**config.mk**
```make
export PLATFORM = sky130hd
export DESIGN_NAME = fetch_ctrl
export DESIGN_NICKNAME = d
export VERILOG_FILES = /design/src/rtl/fetch_ctrl.sv
export SDC_FILE = /design/constraint.sdc
export NUM_CORES = 1
export LEC_CHECK = 0
export ABC_AREA = 1
export BUFFER_PORTS_ARGS = -buffer_cell sky130_fd_sc_hd__buf_2
export CAP_MARGIN = 5
export CORE_ASPECT_RATIO = 0.8
export CORE_MARGIN = 4
export CORE_UTILIZATION = 56
export DETAILED_ROUTE_END_ITERATION = 10
export HOLD_SLACK_MARGIN = 0.05
export PLACE_DENSITY_LB_ADDON = 0.08
export SYNTH_ARGS = -nofsm -noshare
export SYNTH_HDL_FRONTEND = slang
export SYNTH_SLANG_ARGS = --single-unit
export TNS_END_PERCENT = 50
```
**constraint.sdc**
```tcl
create_clock -name clk -period 5.6 [get_ports clk]
set_clock_uncertainty 0.2 [all_clocks]
set_input_delay 0.84 -clock clk [delete_from_list [all_inputs] [get_ports clk]]
set_output_delay 0.84 -clock clk [all_outputs]
set_load 0.005 [all_outputs]
```
**src/rtl/fetch_ctrl.sv**
```systemverilog
// fetch_ctrl: PC and IF/ID, ID/EX, EX/MEM sequencing control.
// Boot delay, held/replayed redirects, halt, stall-cycle counter.
//
// Ports:
//   clk, rst (async, active low)
//   icache_hit, dcache_stall, load_use, halt_req
//   ex_pcsrc, ex_jalr, ex_pctarget, ex_aluout : EX redirect
//   pc_en, pc_src, pc_jalr, pc_target, pc_aluout : PC control
//   fd_en, de_en, em_en, fd_flush, de_flush : pipe regs
//   halted, stall_cnt
module fetch_ctrl #(
  parameter int BOOT_CYCLES = 4,
  parameter int CNT_W       = 16
) (
  input  logic             clk,
  input  logic             rst,
  input  logic             icache_hit,
  input  logic             dcache_stall,
  input  logic             load_use,
  input  logic             ex_pcsrc,
  input  logic             ex_jalr,
  input  logic [31:0]      ex_pctarget,
  input  logic [31:0]      ex_aluout,
  input  logic             halt_req,
  output logic             pc_en,
  output logic             pc_src,
  output logic             pc_jalr,
  output logic [31:0]      pc_target,
  output logic [31:0]      pc_aluout,
  output logic             fd_en,
  output logic             de_en,
  output logic             em_en,
  output logic             fd_flush,
  output logic             de_flush,
  output logic             halted,
  output logic [CNT_W-1:0] stall_cnt
);

  localparam int BCW =
    (BOOT_CYCLES > 1) ? $clog2(BOOT_CYCLES) : 1;
  localparam logic [BCW-1:0] BOOT_INIT =
    (BOOT_CYCLES > 0) ? BCW'(BOOT_CYCLES - 1) : '0;

  typedef enum logic [1:0] {
    BOOT   = 2'd0,
    RUN    = 2'd1,
    HALTED = 2'd2
  } state_t;

  localparam state_t RST_STATE =
    (BOOT_CYCLES == 0) ? RUN : BOOT;

  state_t          state;
  logic [BCW-1:0]  boot_cnt;
  logic            redir_pend;
  logic            lat_pcsrc;
  logic            lat_jalr;
  logic [31:0]     lat_target;
  logic [31:0]     lat_aluout;

  logic run, act, redir, lu_eff, nr;
  logic in_boot, in_halt;
  logic r_stall, r_halt, r_redir;
  logic r_lu, r_miss, r_go;

  // Reset forces boot outputs even when RST_STATE is RUN.
  assign in_boot = ~rst | (state == BOOT);
  assign in_halt = rst & (state == HALTED);
  assign run     = rst & (state == RUN);

  assign redir   = ex_pcsrc | ex_jalr;
  // ID holds a bubble while a redirect is pending.
  assign lu_eff  = load_use & ~redir_pend;

  assign r_stall = run & dcache_stall;
  assign r_halt  = run & ~dcache_stall & halt_req;
  assign act     = run & ~dcache_stall & ~halt_req;
  assign r_redir = act & redir;
  assign r_lu    = act & ~redir & lu_eff;
  assign nr      = act & ~redir & ~lu_eff;
  assign r_miss  = nr & ~icache_hit;
  assign r_go    = nr & icache_hit;

  always_comb begin
    pc_en     = 1'b0;
    pc_src    = 1'b0;
    pc_jalr   = 1'b0;
    fd_en     = 1'b0;
    de_en     = 1'b0;
    em_en     = 1'b0;
    fd_flush  = 1'b0;
    de_flush  = 1'b0;
    halted    = 1'b0;
    pc_target = redir_pend ? lat_target : ex_pctarget;
    pc_aluout = redir_pend ? lat_aluout : ex_aluout;
    unique case (1'b1)
      in_boot: begin
        fd_en     = 1'b1;
        de_en     = 1'b1;
        fd_flush  = 1'b1;
        de_flush  = 1'b1;
        pc_target = '0;
        pc_aluout = '0;
      end
      in_halt: begin
        halted = 1'b1;
      end
      r_stall, r_halt: begin
      end
      r_redir: begin
        fd_en    = 1'b1;
        de_en    = 1'b1;
        em_en    = 1'b1;
        fd_flush = 1'b1;
        de_flush = 1'b1;
        if (icache_hit) begin
          pc_en     = 1'b1;
          pc_src    = ex_pcsrc;
          pc_jalr   = ex_jalr;
          pc_target = ex_pctarget;
          pc_aluout = ex_aluout;
        end
      end
      r_lu: begin
        de_en    = 1'b1;
        de_flush = 1'b1;
        em_en    = 1'b1;
      end
      r_miss: begin
        fd_en    = 1'b1;
        fd_flush = 1'b1;
        de_en    = 1'b1;
        em_en    = 1'b1;
      end
      r_go: begin
        pc_en = 1'b1;
        fd_en = 1'b1;
        de_en = 1'b1;
        em_en = 1'b1;
        // Replay: the word fetched is off-path.
        if (redir_pend) begin
          pc_src   = lat_pcsrc;
          pc_jalr  = lat_jalr;
          fd_flush = 1'b1;
        end
      end
      default: begin
      end
    endcase
  end

  always_ff @(posedge clk or negedge rst) begin
    if (!rst) begin
      state      <= RST_STATE;
      boot_cnt   <= BOOT_INIT;
      redir_pend <= 1'b0;
      lat_pcsrc  <= 1'b0;
      lat_jalr   <= 1'b0;
      lat_target <= '0;
      lat_aluout <= '0;
      stall_cnt  <= '0;
    end else begin
      case (state)
        BOOT: begin
          if (boot_cnt == '0) state <= RUN;
          else boot_cnt <= boot_cnt - BCW'(1);
        end
        RUN: begin
          if (r_halt) state <= HALTED;
        end
        HALTED: begin
        end
        default: state <= RST_STATE;
      endcase

      // Newest redirect overwrites any pending one.
      if (r_redir && !icache_hit) begin
        redir_pend <= 1'b1;
        lat_pcsrc  <= ex_pcsrc;
        lat_jalr   <= ex_jalr;
        lat_target <= ex_pctarget;
        lat_aluout <= ex_aluout;
      end else if ((r_redir && icache_hit) ||
                   (r_go && redir_pend)) begin
        redir_pend <= 1'b0;
      end

      if (run && !pc_en && stall_cnt != '1)
        stall_cnt <= stall_cnt + CNT_W'(1);
    end
  end

endmodule

```
==> results.yml, run 1 <==
status:
  outcome: "complete, no violations"
power:
  comb_power_share_pct: 37.0
  seq_power_share_pct: 40.9
  internal_power_uw: 1690
  clkPwrFrac_pct: 22.1
  p_leak_uw: 0.00337
  sw_frac_of_total_pct: 38.4
  power.density_nw_per_um2: 434
  irDropWorstVdd_v: 0.000210
  p_switching_uw: 1050
worst_setup_path:
  reg2reg_setup_slack_ps: 2860
  worstPathRequired_ps: 4560
  critical_path_arrival_ps: 3500
  r2r_cells: 6
  worst_setup_path_start_kind: "input pin"
  critical_path_class: "in -> out"
  crit_path_max_fanout: 64
  critical_path.endpoint_type: "output port"
  crit-reg2reg-capture: "stall_cnt[15]$_DFFE_PN0P_"
  reg2reg_from: "redir_pend$_DFFE_PN0P_"
global_routing:
  first_pass_grt_wire_length_mm: 21.7
  grt-ovfl-total: 0
  overall_global_routing_resource_usage_pct: 24.2
  grt_start_max_net_pins: 85
  grt_pass1_vias: 4948
  grt.met2_usage_pct: 41.0
  grt_use_met1_pct: 31.7
  global_route.peak_usage_layer: "met2"
  antenna_found_initial: 1
  global_route.usage.met3_pct: 5.32
detailed_routing:
  drt-vias-per-instance: 5.24
  remaining_drc_errors: 0
  wirelength_mm: 13.3
  detail-route-antenna-nets: 0
  vias: 5325
  detailedRoute.firstPassIterationCount: 5
  wire_per_inst_um: 13.1
  initialDrtViolationCount: 408
cts:
  clock_latency_ps: 330
  cts_setup_buffers: 0
  post_cts_hold_buffer_count: 0
  clock-root-buffer: "sky130_fd_sc_hd__clkbuf_16"
  cts-buffers-inserted: 9
  clock_sink_count: 87
  cts_max_level: 3
  cts_resized: 0
  number_of_buffers_on_the_longest_clock_path: 2
  cts.reportedPaths.clkPinSlew_ps: 60
  cts_tree: "yes"
yosys:
  syn_area_um2: 5280
  synth_area_per_cell_um2: 6.88
  postSynthNetCount: 841
  postSynth.asyncResetShare_pct: 100
  synth_edf_count: 0
  syn_inst: 767
  postSynthRegisterBits: 87
  postSynth.topFlopCell: "sky130_fd_sc_hd__dfrtp_1"
  yosysWarningCount: 0
  yosys_cell_types: 28
  synth_sequential_area_ratio_pct: 41.3
timing:
  min_period_over_period_pct: 81.1
  fmax_mhz: 220
  worst_hold_slack_across_all_endpoints_ps: 290
  final-hold-violation-count: 0
  final_period_minus_worst_setup_slack_ps: 4540
  final.setup.tns_ps: 0
  slew_violations: 0
  grt_setup_unrepaired: "false"
  worst-slew-pin-transition_ps: 1190
  setup_viol: 0
  slew_headroom_pct: 20.3
layout:
  layout.cells.most_common_list: "210 x sky130_fd_sc_hd__nand2_1, 159 x sky130_fd_sc_hd__buf_2, 116 x sky130_fd_sc_hd__o21ai_1, 85 x sky130_fd_sc_hd__inv_1"
  layout-area-overhead-vs-synth_pct: 19.7
  layout.cells.non_filler: 1016
  most_common_library_cell_in_the_layout_ignoring_fill_and_taps: "sky130_fd_sc_hd__nand2_1"
  final_core_utilization_pct: 69.3
  fraction_of_final_layout_cells_with_drive_strength_greater_than_1_pct: 22.4
  antenna_fix_cells: 0
  layout.cell_area.non_filler_um2: 6310
  nNetsFinal: 970
placed_design:
  gpl.final_weighted_congestion: 0.831
  placement.cell_area_um2: 6010
  numPortBuffers: 160
  dpl.cell_count: 1000
  hpwl_detailed_mm: 9.14
worst_hold_path:
  whs_path_depth: 2
  worst_hold_path_type: "reg -> reg"
  timing.hold.worst.start: "lat_target[17]$_DFFE_PN0P_"
  worst_hold_path.endpoint: "lat_target[17]$_DFFE_PN0P_"
floorplanning:
  coreArea_um2: 9110
  area_of_the_die_um2: 11000
  ios: 161
  rows: 31
  floorplan.initialDensity_pct: 57.9
  die_h_um: 94.8
  die_width_um: 117
flow_run:
  timing.max_cap.violations: 0
[layer usage]
metal  routed length (um)  up-vias
li1                     -     2723
met1                 6000     2425
met2                 6210      157
met3                  886       18
met4                  166        2
met5                    7        -
[through the flow]
step	total power (uW)	worst slack (ps)
finish	2740	1060
global route	2980	728
CTS	2760	1010
detailed placement	2140	1020
global placement	2100	1140
floorplan	1790	2760
[power by group through the flow]
stage | registers (uW) | clock network, uW | logic (uW)
final | 1120 | 605 | 1010
after global routing | 1160 | 644 | 1170
after CTS | 1120 | 618 | 1020
after detailed placement | 1120 | 0 | 1020
after global placement | 1110 | 0 | 986
after floorplan | 1010 | 0 | 783
[critical path, stage by stage]
cell and delay (ps):
sky130_fd_sc_hd__buf_4 450, sky130_fd_sc_hd__nand3_2 250, sky130_fd_sc_hd__nor3_4 270, sky130_fd_sc_hd__nand3_4 450, sky130_fd_sc_hd__nand2_1 230, sky130_fd_sc_hd__inv_2 440
sky130_fd_sc_hd__o21ai_0 350, sky130_fd_sc_hd__buf_2 160
[logic make-up (layout without fill, tap and decap cells)]
family,count (synthesis),in the layout,share of synthesized area [%]
AND/OR/NAND/NOR,335,335,26.0
adder cells (fa/ha/maj),2,2,0.474
buffers and inverters,133,267,10.8
AO/OA/AOI/OAI,202,202,20.1
flip-flops,87,87,41.3
XOR/XNOR,8,8,1.33
[sequential cells by signal, indices dropped and copies added (netlist names)]
name and cells:
state 2, redir_pend 1, lat_aluout 32, lat_pcsrc 1, stall_cnt 16, lat_jalr 1, lat_target 32, boot_cnt 2
[final cells by class]
class / instances / area [um^2]
Clock buffer: 11 / 243
Clock inverter: 5 / 56.3
Fill cell: 800 / 2800
Inverter: 88 / 330
Multi-Input combinational cell: 547 / 2530
Sequential cell: 87 / 2180
Tap cell: 115 / 144
Timing Repair Buffer: 163 / 826
[worst max-delay path by stage]
stage          startpoint            end  slack (ps)  depth (start not counted)
2_1_floorplan         rst  pc_aluout[17]        2760                          7
3_5_place_dp          rst   pc_aluout[0]        1020                          8
4_1_cts               rst   pc_aluout[0]        1010                          8
3_3_place_gp          rst   pc_target[4]        1140                          8
5_1_grt               rst   pc_aluout[0]         730                          8
6_report              rst   pc_aluout[0]        1060                          8
[synthesized netlist by cell type, types with 5 or more instances]
cell type,number,area [um^2]
sky130_fd_sc_hd__inv_1,85,319
sky130_fd_sc_hd__buf_2,16,80.1
sky130_fd_sc_hd__nor2_1,84,315
sky130_fd_sc_hd__buf_6,6,67.6
sky130_fd_sc_hd__nand4_1,21,131
sky130_fd_sc_hd__o21ai_0,8,40.0
sky130_fd_sc_hd__o21ai_2,10,87.6
sky130_fd_sc_hd__a21oi_1,65,325
sky130_fd_sc_hd__nand3_1,11,55.1
sky130_fd_sc_hd__xor2_1,5,43.8
sky130_fd_sc_hd__nand2_1,210,788
sky130_fd_sc_hd__o21ai_1,116,581
sky130_fd_sc_hd__dfrtp_1,85,2130
sky130_fd_sc_hd__clkbuf_1,20,75.1
Note: power is estimated with default switching activity, not from simulation.
==> inputs of run 2 (changes only) <==
Settings changed: CORE_UTILIZATION 56 to 47.
Clock period 5.6 ns to 4.13 ns, I/O delays scaled along.
==> run 2 against run 1 <==
Sequential power grew 39%. Sequential share of layout area shrank 0.55 points. Register-to-register slack lost 1200 ps. Cell count grew 3.3%. Highest routed layer is now met4. Power grew 36%. Non-clock buffer count grew 5. Largest power group unchanged. Clock-buffer cell count grew 4. Global-route usage shrank 2.9 points. Via count shrank 0.30%.
==> results.yml, run 2 (same netlist as run 1, synthesis figures left out) <==
global_routing:
  overall_global_routing_resource_usage_pct: 21.3
  grt_start_max_net_pins: 113
  first_pass_grt_wire_length_mm: 22.9
  grt_pass1_vias: 4850
  antenna_found_initial: 0
  grt-ovfl-total: 0
cts:
  clock_latency_ps: 330
  cts.reportedPaths.clkPinSlew_ps: 60
  cts_setup_buffers: 0
  cts_max_level: 3
  cts_tree: "yes"
  cts-buffers-inserted: 9
  clock_sink_count: 87
  clock-root-buffer: "sky130_fd_sc_hd__clkbuf_16"
  number_of_buffers_on_the_longest_clock_path: 2
detailed_routing:
  route.top_layer_used: "met4"
  initialDrtViolationCount: 308
  route.met2.wl_mm: 6.08
  detail-route-antenna-nets: 0
  remaining_drc_errors: 0
  drt-vias-per-instance: 5.06
  vias: 5309
  wirelength_mm: 13.7
  wire_per_inst_um: 13.0
  wl_met3_um: 821
  routedLengthMet1_mm: 6.68
  detailedRoute.firstPassIterationCount: 5
layout:
  layout.filler_cells: 1038
  layout.cells.most_common_list: "210 x sky130_fd_sc_hd__nand2_1, 159 x sky130_fd_sc_hd__buf_2, 116 x sky130_fd_sc_hd__o21ai_1, 85 x sky130_fd_sc_hd__inv_1"
  largest_registers: "lat_aluout: 32 flops, lat_target: 32 flops, stall_cnt: 16 flops"
  layout-area-overhead-vs-synth_pct: 21.6
  ff_latch_area_um2: 2180
  most_common_library_cell_in_the_layout_ignoring_fill_and_taps: "sky130_fd_sc_hd__nand2_1"
  antenna_fix_cells: 0
  fraction_of_final_layout_cells_with_drive_strength_greater_than_1_pct: 22.4
  nNetsFinal: 975
  combined_area_of_the_multi_input_logic_cells_um2: 2530
timing:
  min_period_over_period_pct: 92.5
  setup_viol: 0
  worst_hold_slack_across_all_endpoints_ps: 289
  slew_violations: 0
  grt_setup_unrepaired: "false"
  worst-slew-pin-transition_ps: 1100
  fmax_mhz: 262
  final-hold-violation-count: 0
  final.setup.tns_ps: 0
  final_period_minus_worst_setup_slack_ps: 3820
  slew_headroom_pct: 26.9
power:
  p_switching_uw: 1410
  seq_power_share_pct: 41.8
  p_leak_uw: 0.00340
  sw_frac_of_total_pct: 37.8
  irDropWorstVdd_v: 0.000322
  power.density_nw_per_um2: 582
  comb_power_share_pct: 36.5
  internal_power_uw: 2320
  clkPwrFrac_pct: 21.8
floorplanning:
  floorplan.initialDensity_pct: 48.2
  rows: 34
  area_of_the_die_um2: 13000
  ios: 161
  die_h_um: 103
  coreArea_um2: 10900
  die_width_um: 126
placed_design:
  numPortBuffers: 160
  gpl.final_weighted_congestion: 0.839
  hpwl_detailed_mm: 9.79
worst_setup_path:
  critical_path.top_delay_family: "buffers and inverters"
  timing.critical_path.cells: "dlygate4sd3_1 > buf_4 > nand3_2 > nor3_4 > nand2_1 > nand2_1 > nand2_1 > inv_4 > buf_12 > o21ai_0 > buf_2"
  worst_setup_path_start_kind: "input pin"
  crit_path_max_fanout: 39
  critical_path_class: "in -> out"
  timing.critical_path.slowest_stage_cell: "sky130_fd_sc_hd__dlygate4sd3_1"
  r2r_cells: 7
  critical_path.endpoint_type: "output port"
  crit-reg2reg-capture: "stall_cnt[9]$_DFFE_PN0P_"
  crit_path_frequent_cell: "sky130_fd_sc_hd__nand2_1"
  critPathBufInv: 5
  reg2reg_setup_slack_ps: 1640
  critical_path_arrival_ps: 3000
  reg2reg_from: "redir_pend$_DFFE_PN0P_"
  timing.critical_path.slowest_cell_delay_ps: 520
  worstPathRequired_ps: 3310
worst_hold_path:
  whs_path_depth: 2
  timing.hold.worst.start: "lat_aluout[11]$_DFFE_PN0P_"
  worst_hold_path_type: "reg -> reg"
  worst_hold_path.endpoint: "lat_aluout[11]$_DFFE_PN0P_"
flow_run:
  timing.max_cap.violations: 0
status:
  outcome: "complete, no violations"
==> run 2: cell types whose count changed in the layout (fill, tap and decap cells not counted), sizes merged <==
cell,before,now
buf,163,167
clkbuf,11,15
clkinv,2,0
clkinvlp,1,0
dlygate4sd3,0,1
inv,89,88
==> run 2: layout make-up <==
cell class | instances | area share [%]
multi-input cells | 547 | 39.5
well taps | 144 | 2.81
flip-flops and latches | 87 | 34.0
inverters | 88 | 5.19
clock buffers | 15 | 4.17
repair buffers | 168 | 13.9
clock inverters | 1 | 0.468
==> run 2: per-stage QoR <==
step / setup slack (ps) / util [%] / power [uW] / instances / instance area (um^2)
2_1_floorplan: 1730 / - / 2430 / 767 / 5280
3_3_place_gp: 785 / 55.8 / 2880 / 1033 / 6110
3_5_place_dp: 707 / 55.8 / 2940 / 1033 / 6110
4_1_cts: 150 / 58.7 / 3770 / 1050 / 6410
5_1_grt: 67.8 / 58.7 / 4060 / 1050 / 6420
6_report: 309 / 58.7 / 3740 / 1050 / 6420
==> run 2: worst max-delay path by stage <==
stage	startpoint	to	slack (ps)	depth (start not counted)
2_1_floorplan	rst	pc_aluout[17]	1730	7
4_1_cts	rst	pc_aluout[14]	150	11
3_3_place_gp	rst	pc_aluout[14]	780	10
3_5_place_dp	rst	pc_aluout[14]	710	10
5_1_grt	rst	pc_aluout[14]	70	10
6_report	rst	pc_aluout[14]	310	11
==> run 2: worst min-delay path, stage by stage (launching register included) <==
cell	delay, ps
sky130_fd_sc_hd__dfrtp_1	340
sky130_fd_sc_hd__nand2_1	50
sky130_fd_sc_hd__o21ai_1	60
==> run 2: power groups by stage <==
stage	clock network (uW)	logic, uW	registers [uW]
floorplan	0	1060	1370
global placement	0	1330	1550
detailed placement	0	1370	1570
CTS	834	1380	1560
global route	874	1560	1630
finish	814	1360	1560
==> run 2: layer usage <==
layer,vias up,track usage (%)
li1,2734,-
met1,2404,30.8
met2,160,33.2
met3,11,4.51
met4,0,4.78
met5,-,0
==> run 2: what timing repair did <==
item / CTS / global route
setup endpoints to repair: 0 / 36
hold endpoints to repair: 17 / 0
gates resized for setup: 0 / 2
hold buffers: 1 / 0
==> inputs of run 3 (changes only) <==
Settings changed: CORE_UTILIZATION 47 to 45.
==> run 3 against run 2 <==
Global-route usage down 0.53 points. Combinational power hardly changed. First-iteration DRC count is 26% higher. Critical endpoint is now pc_aluout[2]. Largest power group unchanged. Highest routed layer unchanged.
==> results.yml, run 3 (same netlist as run 1, synthesis figures left out) <==
status:
  outcome: "complete, no violations"
timing:
  fmax_mhz: 303
  final-hold-violation-count: 0
  final_period_minus_worst_setup_slack_ps: 3300
  setup_viol: 0
  slew_violations: 0
  slew_headroom_pct: 40.3
  worst-slew-pin-transition_ps: 896
  grt_setup_unrepaired: "false"
  min_period_over_period_pct: 79.9
  final.setup.tns_ps: 0
layout:
  nNetsFinal: 975
  antenna_fix_cells: 0
  layout-area-overhead-vs-synth_pct: 21.4
  most_common_library_cell_in_the_layout_ignoring_fill_and_taps: "sky130_fd_sc_hd__nand2_1"
  combined_area_of_the_multi_input_logic_cells_um2: 2530
  layout.filler_cells: 1154
  largest_registers: "lat_aluout: 32 flops, lat_target: 32 flops, stall_cnt: 16 flops"
  layout.cells.most_common_list: "210 x sky130_fd_sc_hd__nand2_1, 159 x sky130_fd_sc_hd__buf_2, 116 x sky130_fd_sc_hd__o21ai_1, 85 x sky130_fd_sc_hd__inv_1"
  layout.cell_area.non_filler_um2: 6400
  fraction_of_final_layout_cells_with_drive_strength_greater_than_1_pct: 23.0
  ff_latch_area_um2: 2180
power:
  irDropWorstVdd_v: 0.000273
  power.density_nw_per_um2: 576
  p_leak_uw: 0.00339
detailed_routing:
  drt-vias-per-instance: 5.02
  initialDrtViolationCount: 389
  vias: 5286
  wire_per_inst_um: 13.2
  detail-route-antenna-nets: 0
  detailedRoute.firstPassIterationCount: 5
  remaining_drc_errors: 0
  wirelength_mm: 13.9
worst_setup_path:
  crit-reg2reg-capture: "stall_cnt[15]$_DFFE_PN0P_"
  reg2reg_from: "redir_pend$_DFFE_PN0P_"
  critical_path_arrival_ps: 2480
  worstPathRequired_ps: 3310
  critPathCapture: "pc_aluout[2]"
  critical_path.endpoint_type: "output port"
  worst_setup_path_start_kind: "flop"
  startpoint_of_the_most_critical_setup_path: "state[1]$_DFFE_PN0P_"
  crit_path_max_fanout: 38
  reg2reg_setup_slack_ps: 1660
  r2r_cells: 7
  critical_path_class: "reg -> out"
cts:
  cts_setup_buffers: 0
  clock_latency_ps: 330
  cts_resized: 0
  number_of_buffers_on_the_longest_clock_path: 2
  clock_sink_count: 87
  cts-buffers-inserted: 9
  post_cts_hold_buffer_count: 0
  cts_max_level: 3
  clock-root-buffer: "sky130_fd_sc_hd__clkbuf_16"
  cts.reportedPaths.clkPinSlew_ps: 60
  cts_tree: "yes"
placed_design:
  placement.cell_area_um2: 6120
  numPortBuffers: 160
  gpl.final_weighted_congestion: 0.884
  hpwl_detailed_mm: 9.88
floorplanning:
  die_h_um: 105
  ios: 161
  floorplan.initialDensity_pct: 46.0
  area_of_the_die_um2: 13500
  rows: 35
  die_width_um: 129
  coreArea_um2: 11500
global_routing:
  grt-ovfl-total: 0
  grt_start_max_net_pins: 95
  first_pass_grt_wire_length_mm: 23.2
  overall_global_routing_resource_usage_pct: 20.8
  grt_pass1_vias: 4904
  antenna_found_initial: 0
flow_run:
  timing.max_cap.violations: 0
worst_hold_path:
  worst_hold_path_type: "in -> async"
==> run 3: routing by layer <==
| layer | vias to the layer above | global-route usage [%] | wire (um) |
|---|---|---|---|
| li1 | 2734 | - | - |
| met1 | 2417 | 29.2 | 6620 |
| met2 | 123 | 32.6 | 6370 |
| met3 | 12 | 4.29 | 726 |
| met4 | 0 | 5.40 | 167 |
| met5 | - | 0 | 0 |
==> run 3: report_power, final <==
group          switching, uW  internal (uW)  total [uW]
sequential               331           1200        1530
clock                    342            426         768
combinational            772            618        1390
==> run 3: metrics by stage <==
step	util (%)	hold slack [ps]	power (uW)	setup WS (ps)	instances
2_1_floorplan	-	124	2430	1730	767
4_1_cts	55.8	245	3730	827	1054
5_1_grt	55.8	289	4010	592	1054
6_report	55.8	233	3690	830	1054
3_3_place_gp	53.3	272	2880	966	1038
3_5_place_dp	53.3	280	2940	879	1038
==> run 3: final cells by class <==
cell class | instances | area share, %
multi-input combinational | 547 | 39.5
sequential | 87 | 34.1
timing repair buffer | 168 | 13.9
inverter | 88 | 5.16
clock buffer | 10 | 3.73
tap | 148 | 2.89
clock inverter | 6 | 0.723
==> run 3: worst max-delay path, stage by stage, from the launching register on <==
cell	delay, ps
sky130_fd_sc_hd__dfrtp_1	390
sky130_fd_sc_hd__inv_2	80
sky130_fd_sc_hd__nand3_2	110
sky130_fd_sc_hd__nor3_4	260
sky130_fd_sc_hd__nand2_1	120
sky130_fd_sc_hd__nand2_1	100
sky130_fd_sc_hd__nand2_1	80
sky130_fd_sc_hd__inv_2	470
sky130_fd_sc_hd__buf_12	280
sky130_fd_sc_hd__o21ai_0	100
sky130_fd_sc_hd__buf_2	130
==> run 3: worst min-delay path by stage <==
stage	endpoint	cells after the start	from	slack (ps)
after floorplan	lat_aluout[0]$_DFFE_PN0P_	0	rst	120
after global placement	lat_target[20]$_DFFE_PN0P_	2	lat_target[20]$_DFFE_PN0P_	270
after detailed placement	lat_target[5]$_DFFE_PN0P_	2	lat_target[5]$_DFFE_PN0P_	280
after CTS	stall_cnt[15]$_DFFE_PN0P_	2	rst	240
after global routing	stall_cnt[15]$_DFFE_PN0P_	2	rst	290
final	stall_cnt[15]$_DFFE_PN0P_	2	rst	230
